`src/rtl/spi_receiver.sv`:
```
// spi_receiver: oversampled SPI slave that deserialises MSB-first frames into N-bit words
// Ports:
//   clk, rst          system clock, asynchronous active-high reset
//   spi_csn           frame select (active low)
//   spi_clk           SPI clock (idle low, data taken on rising edge)
//   spi_mosi          serial data, MSB first
//   rx_data/rx_valid  last accepted word and its valid flag
//   rx_ready          consumer handshake
//   frame_err         one-clk pulse: frame ended with a bit count other than 0 or N
//   overrun           one-clk pulse: completed word dropped because rx_data was still full
module spi_receiver #(
    parameter int N = 8,
    parameter int SYNC_STAGES = 2
) (
    input  logic         clk,
    input  logic         rst,
    input  logic         spi_csn,
    input  logic         spi_clk,
    input  logic         spi_mosi,
    output logic [N-1:0] rx_data,
    output logic         rx_valid,
    input  logic         rx_ready,
    output logic         frame_err,
    output logic         overrun
);
    localparam int CW = $clog2(N + 2);
    typedef enum logic {IDLE, RECEIVE} state_t;
    state_t state;
    logic [SYNC_STAGES-1:0] csn_sync, clk_sync, mosi_sync, fill;
    logic csn_d, clk_d, armed;
    logic csn_s, clk_s, mosi_s, csn_fall, csn_rise, clk_rise, frame_end, word_done;
    logic [CW-1:0] cnt, cnt_n;
    logic [N-1:0] shift, shift_n;
    // fill tracks how far real pin samples have propagated since reset, so the
    // preset csn=1 in the chain cannot arm the receiver on its own
    always_ff @(posedge clk or posedge rst) begin
        if (rst) begin
            csn_sync  <= '1;
            clk_sync  <= '0;
            mosi_sync <= '0;
            fill      <= '0;
            csn_d     <= 1'b1;
            clk_d     <= 1'b0;
        end else begin
            csn_sync  <= {csn_sync[SYNC_STAGES-2:0], spi_csn};
            clk_sync  <= {clk_sync[SYNC_STAGES-2:0], spi_clk};
            mosi_sync <= {mosi_sync[SYNC_STAGES-2:0], spi_mosi};
            fill      <= {fill[SYNC_STAGES-2:0], 1'b1};
            csn_d     <= csn_s;
            clk_d     <= clk_s;
        end
    end
    assign csn_s    = csn_sync[SYNC_STAGES-1];
    assign clk_s    = clk_sync[SYNC_STAGES-1];
    assign mosi_s   = mosi_sync[SYNC_STAGES-1];
    assign csn_fall = csn_d & ~csn_s;
    assign csn_rise = ~csn_d & csn_s;
    assign clk_rise = ~clk_d & clk_s;
    // a bit arriving together with the end of frame is counted before the frame is judged
    always_comb begin
        cnt_n     = (clk_rise && cnt != CW'(N + 1)) ? cnt + CW'(1) : cnt;
        shift_n   = clk_rise ? {shift[N-2:0], mosi_s} : shift;
        frame_end = (state == RECEIVE) && csn_rise;
        word_done = frame_end && cnt_n == CW'(N);
    end
    always_ff @(posedge clk or posedge rst) begin
        if (rst) begin
            state     <= IDLE;
            armed     <= 1'b0;
            cnt       <= '0;
            shift     <= '0;
            rx_data   <= '0;
            rx_valid  <= 1'b0;
            frame_err <= 1'b0;
            overrun   <= 1'b0;
        end else begin
            frame_err <= frame_end && cnt_n != '0 && cnt_n != CW'(N);
            overrun   <= word_done && rx_valid && !rx_ready;
            if (csn_s && fill[SYNC_STAGES-1])
                armed <= 1'b1;
            if (word_done && (!rx_valid || rx_ready)) begin
                rx_data  <= shift_n;
                rx_valid <= 1'b1;
            end else if (rx_valid && rx_ready) begin
                rx_valid <= 1'b0;
            end
            if (state == IDLE) begin
                if (armed && csn_fall) begin
                    cnt   <= '0;
                    shift <= '0;
                    state <= RECEIVE;
                end
            end else begin
                cnt   <= cnt_n;
                shift <= shift_n;
                state <= csn_rise ? IDLE : RECEIVE;
            end
        end
    end
endmodule

```
`config.mk`:
```
export PLATFORM = sky130hd
export DESIGN_NAME = spi_receiver
export DESIGN_NICKNAME = d
export VERILOG_FILES = /design/src/rtl/spi_receiver.sv
export SDC_FILE = /design/constraint.sdc
export NUM_CORES = 1
export LEC_CHECK = 0
export ABC_AREA = 1
export CORE_AREA = 2 2 48 72
export CTS_BUF_LIST = sky130_fd_sc_hd__clkbuf_8
export DETAILED_ROUTE_END_ITERATION = 7
export DIE_AREA = 0 0 50 74
export GPL_TIMING_DRIVEN = 0
export PLACE_DENSITY = 0.75
export SYNTH_ARGS = -nofsm -noshare
export SYNTH_HDL_FRONTEND = slang
export SYNTH_SLANG_ARGS = --single-unit
```
`constraint.sdc`:
```
create_clock -name clk -period 1.4 [get_ports clk]
set_input_delay 0.14 -clock clk [delete_from_list [all_inputs] [get_ports clk]]
set_output_delay 0.14 -clock clk [all_outputs]
set_load 0.005 [all_outputs]
```
==> run metrics <==
status=complete, but fails checks; failing checks=setup timing; CTS tree=yes; most common cell in the netlist=nand2_1; drt first-iter violations=38; Sw Ratio=0.346; Final setup viols=11; post-synthesis sequential area ratio=0.570; gr ovfl total=0; Worst VDD drop=0.910 mV; GP Congestion=about 0.75; Post-DRT Antenna Nets=0; Bufs on Longest Clock Path=2; H-tree levels=2; CP Max Fanout=8; Worst Setup End Kind=flip-flop; first-pass GRT wire length=slightly below 5000 µm; PortBufs=16; layout cell share with drive strength beyond 1=0.296; Switch Pwr=0.00109 W; Final Hold Vio Count=0; clock share of power=0.213; Pleak=roughly 0.93 nW; die area=about 3700 µm²; Core Region=just over 3000 µm²; Max Cap Violations=0; cell taking the most area after synthesis=dfrtp_1; Logic pwr share=0.371; Synth async-reset ratio=1.00; r2r setup slk=-0.15 ns; Skew-Pair Late Insertion Delay=between 0.2 and 0.3 ns; CTS Sinks=35; Yosys warning total=0; Synth Flop Type=dfrtp_1; Worst setup SP type=flip-flop; Die Y-Extent=~74 µm; # diodes=0; antenna violations before repair=0; Post-synth EDFFs=0; post-layout power=roughly 0.0032 W; main area contributors after synthesis=dfrtp_1 52%, nand2_1 10%, o21ai_0 5.2%; wire length per cell=about 13 µm; Slew Limit Fails=0; Min Hold Slack=between 0.2 and 0.3 ns; clock period minus worst slack=about 1.6 ns; clock root cell=clkbuf_8; Req. time, crit path=approximately 1.6 ns; RSZ-0062 raised after global routing=true; Cell variety after synth=29; path category of the worst min-delay check=in -> reg; DRT Pass-1 Iters=4; Tcrit/Tclk final=1.11; maximum number of pins on one net before global-route repair=36; top cells by count, synth=42 x nand2_1, 32 x dfrtp_1, 17 x inv_1, 16 x o21ai_0, 9 x nand4_1; synthesis-to-finish area growth=30.1%; Design Area, Final=~2000 µm²; # IOs=17; area share of the largest cell type after synthesis=0.519; Power Dens Cells=1570 nW/µm²; total CTS buffers=5; crit path kind=reg -> reg; Syn Std Cell Area=1540 µm²; Initial Utilization=0.499; Pint=~0.0021 W; Max-Slew Margin vs Limit=0.520; Total GRT Usage=0.177; vias in the first global route=between 1k and 1.5k; Die Wd=approximately 50 µm; worst slew pin tran=0.719 ns; Hold-fix buffers, CTS=0; syn avg cell area=9.96 µm²; skew final=around 0.0052 ns; Sequential Power Share=0.416; Rows=25; Syn Nets=roughly 160; routed wire length=slightly below 3000 µm; Final Util=0.648; FF+latch count, synth=35; Achievable Freq=about 0.64 GHz; Placement Cell Area=between 1500 and 2000 µm²; via count of the routed design=~1.2k; Final WS setup=-0.151 ns; Via density=roughly 5; DPL Wire Length=1960 µm; CP Data Arrival Time=1.73 ns; DP Worst Slack=-0.273 ns; Syn Inst Count=approximately 160; nets=around 200; drt drc=0; clock transition at the registers of the reported paths=about 0.07 ns
[cells in the final DEF (no fill, tap or decap), drive strengths merged]
cell	count
ha	2
nand3	5
clkbuf	6
inv	20
nor2	6
a21o	1
o21ai	17
a21oi	1
clkdlybuf4s50	16
clkinv	1
o22ai	3
a22o	1
dfrtp	32
nand2	48
dfstp	3
buf	14
a31oi	1
xnor2	1
clkinvlp	1
conb	1
nand4	9
[routing by layer]
metal / track usage / vias up / part of all wire
met5: 0 / - / 0
met4: 0.0833 / 0 / 0.029
met3: 0.0482 / 10 / 0.039
met2: 0.320 / 30 / 0.55
met1: 0.191 / 565 / 0.38
li1: - / 563 / -
[flip-flops by register name, summed over array words and instances, names as in the netlist, 2 cells and up]
name	count
clk_sync	2
cnt	4
csn_sync	2
fill	2
mosi_sync	2
rx_data	8
shift	8
[timing repair]
item	CTS	global route
setup endpoints to repair	21	21
hold endpoints to repair	0	0
buffers inserted	6	4
pin swaps	12	10
resized for setup	7	24
cloned	0	0
[path summary, 6_finish.rpt]
path | cells after the start | endpoint | startpoint
max | 10 | rx_data[5] | cnt[1]
min | 1 | csn_sync[0] | spi_csn
max reg2reg | 10 | rx_data[5] | cnt[1]
min reg2reg | 0 | fill[1] | fill[0]
max in group asynchronous | 2 | cnt[0] | rst
min in group asynchronous | 2 | shift[0] | rst
[final cells by class]
cell class,count,area [µm²]
clock inverter,3,12.5
timing repair buffer,26,255
clock buffer,5,68.8
sequential,35,881
tap,40,50.0
buffer,5,52.6
multi-input combinational,96,613
inverter,19,75.1
fill,219,1090
[power groups by stage]
stage	Clock [W]	Sequential, W	Combinational (W)
finish	0.000672	0.00131	0.00117
detailed placement	0	0.00133	0.000860
floorplan	0	0.00131	0.000628
global route	0.000737	0.00133	0.00130
global placement	0	0.00131	0.000816
CTS	0.000695	0.00130	0.00102
[through the flow]
| stage | setup TNS, ns | cells |
|---|---|---|
| after detailed placement | -11.32 | 211 |
| after global routing | -2.54 | 229 |
| after CTS | -1.15 | 225 |
| after global placement | -8.80 | 211 |
| after floorplan | -0.588 | 155 |
| final | -1.47 | 229 |
[worst max-delay path, stage by stage, from the launching register on]
cell and delay [ns]:
dfrtp_1 0.41, inv_2 0.09, ha_4 0.13, nand3_4 0.08
nand2_4 0.11, buf_4 0.12, o21ai_2 0.07, nor2_4 0.15
nand3_4 0.15, nand2_2 0.10, nand2_1 0.04
[logic make-up after synthesis]
group           count (synthesis)  synth area share
simple gates                   68             0.241
flops                          35             0.570
compound gates                 24            0.0875
buf+inv                        24            0.0778
fa+ha+maj                       2            0.0162
xor+xnor                        1           0.00567
other cells                     1           0.00243
No activity file was read; power rests on OpenSTA's default activity.
==> variant (config.mk and constraints unchanged) <==
Change the parameter `SYNC_STAGES` from 2 to 4.
--- a/src/rtl/spi_receiver.sv
+++ b/src/rtl/spi_receiver.sv
@@ -12,3 +12,3 @@
     parameter int N = 8,
-    parameter int SYNC_STAGES = 2
+    parameter int SYNC_STAGES = 4
 ) (
Formal check against the unedited RTL: not equivalent (Yosys sat finds a counterexample within 10 cycles, from zero or initial values and one cycle with rst high).
==> variant against the unedited design <==
The flow still finishes with violations (setup timing); clock skew increased by 0.0014 ns; sequential share of layout area increased by 5.7 points; via count increased by 2.5%; die area unchanged; total power increased by 9.0%; sequential cell count increased by 8; maximum frequency decreased by 5.9%; synthesized area increased by 13%; wire length increased by 8.8%; synthesized cell count increased by 5.2%; final area increased by 8.8%; highest routed layer unchanged; worst setup slack got worse by 0.097 ns.
==> variant: results (changes against the unedited design) <==
----------------------------------------------------
[Run status]
  Status ... finished, violations left
  Failing checks ... setup timing

[Synthesis]
  Most area-consuming cells after synthesis ... dfrtp_1 55%, nand2_1 9.7%, dfstp_2 7.5%
  Area share of fa/ha/maj cells after synthesis ... 1.437% (-0.18 points)
  Count of cell types in the netlist ... 27 (-6.9%)
  Post-Syn Nets ... 171 (+4.9%)
  Synth top cells by count ... 45 x nand2_1, 38 x dfrtp_1, 17 x o21ai_0, 15 x inv_1, 9 x nand4_1
  Fraction of synthesized cell area in xor and xnor cells ... 0.5029% (-0.064 points)

[Placed design]
  Post-placement cell count ... 219 (+3.8%)
  Detail Placement HPWL ... 2114 um (+8.0%)
  RePlAce Congestion ... 0.7709 (+3.1%)

[STA]
  Worst clock skew ... 0.006542 ns (+0.001387 ns)
  Summed negative setup slack over all endpoints ... -2.503 ns (-1.035 ns)
  Fin Hold WS ... 0.2471 ns (-0.01811 ns)
  Setup-failing EPs final ... 12 (+1)
  Worst-case headroom to the max-slew limit ... 43.41% (-8.6 points)
  Final setup margin ... -0.2477 ns (-0.09685 ns)

[Worst setup path]
  CP max stage delay ... 0.40 ns
  Logic depth of the worst register-to-register path ... 8 (-2)
  Endpoint of the most critical register-to-register path ... rx_data[3]

[Detailed routing]
  Vias per cell ... 5.051 (-0.98%)
  Avg WL per Cell ... 13.60 um (+5.1%)
  Routed vias ... 1197 (+2.5%)

[Global route]
  GR Layer Usage met2 ... 34.80% (+2.8 points)
  Met1 Track Usage GR ... 22.70% (+3.6 points)
  Maximum number of pins on one net before global-route repair ... 44 (+22%)
  Overall global routing resource usage ... 20.30% (+2.6 points)

[Pwr]
  Internal power contribution ... 2.314 mW (+12%)

[Cells and area]
  Area growth, synth to finish ... 25.43%
  Fill cell count ... 231 (+5.5%)
  Share of cells above drive strength 1 ... 28.93% (-0.70 points)

[Clocking]
  Clk Latency, worst-skew pair ... 0.30 ns (+0.02 ns)
  Buffers inserted during post-CTS setup optimization ... 5 (-1)
  Post_cts resized ... 6 (-1)

----------------------------------------------------
variant: area by class of cell:
type	count	share of cell area, %
clock inverters	3	0.7446
flip-flops and latches	43	49.60
multi-input cells	98	27.38
plain buffers	5	2.234
clock buffers	5	3.150
well taps	40	2.291
repair buffers	26	11.68
inverters	17	2.921
variant: routing by layer:
layer / share of wire (%) / wire length, um
met5: 0 / 0
met4: 2.1 / 67
met3: 2.8 / 89
met2: 56 / 1817
met1: 39 / 1249
variant: power by group through the flow:
stage | clock [mW] | sequential [mW] | combinational (mW)
after detailed placement | 0 | 1.57 | 0.831
after floorplan | 0 | 1.54 | 0.602
final | 0.737 | 1.54 | 1.16
after CTS | 0.769 | 1.53 | 1.02
after global routing | 0.826 | 1.56 | 1.26
after global placement | 0 | 1.55 | 0.788
variant: metrics by stage:
stage               area [um2]  util, %
finish                    2185    70.55
floorplan                 1754        -
global placement          1964    63.43
global route              2185    70.55
detailed placement        1964    63.43
CTS                       2122    68.53
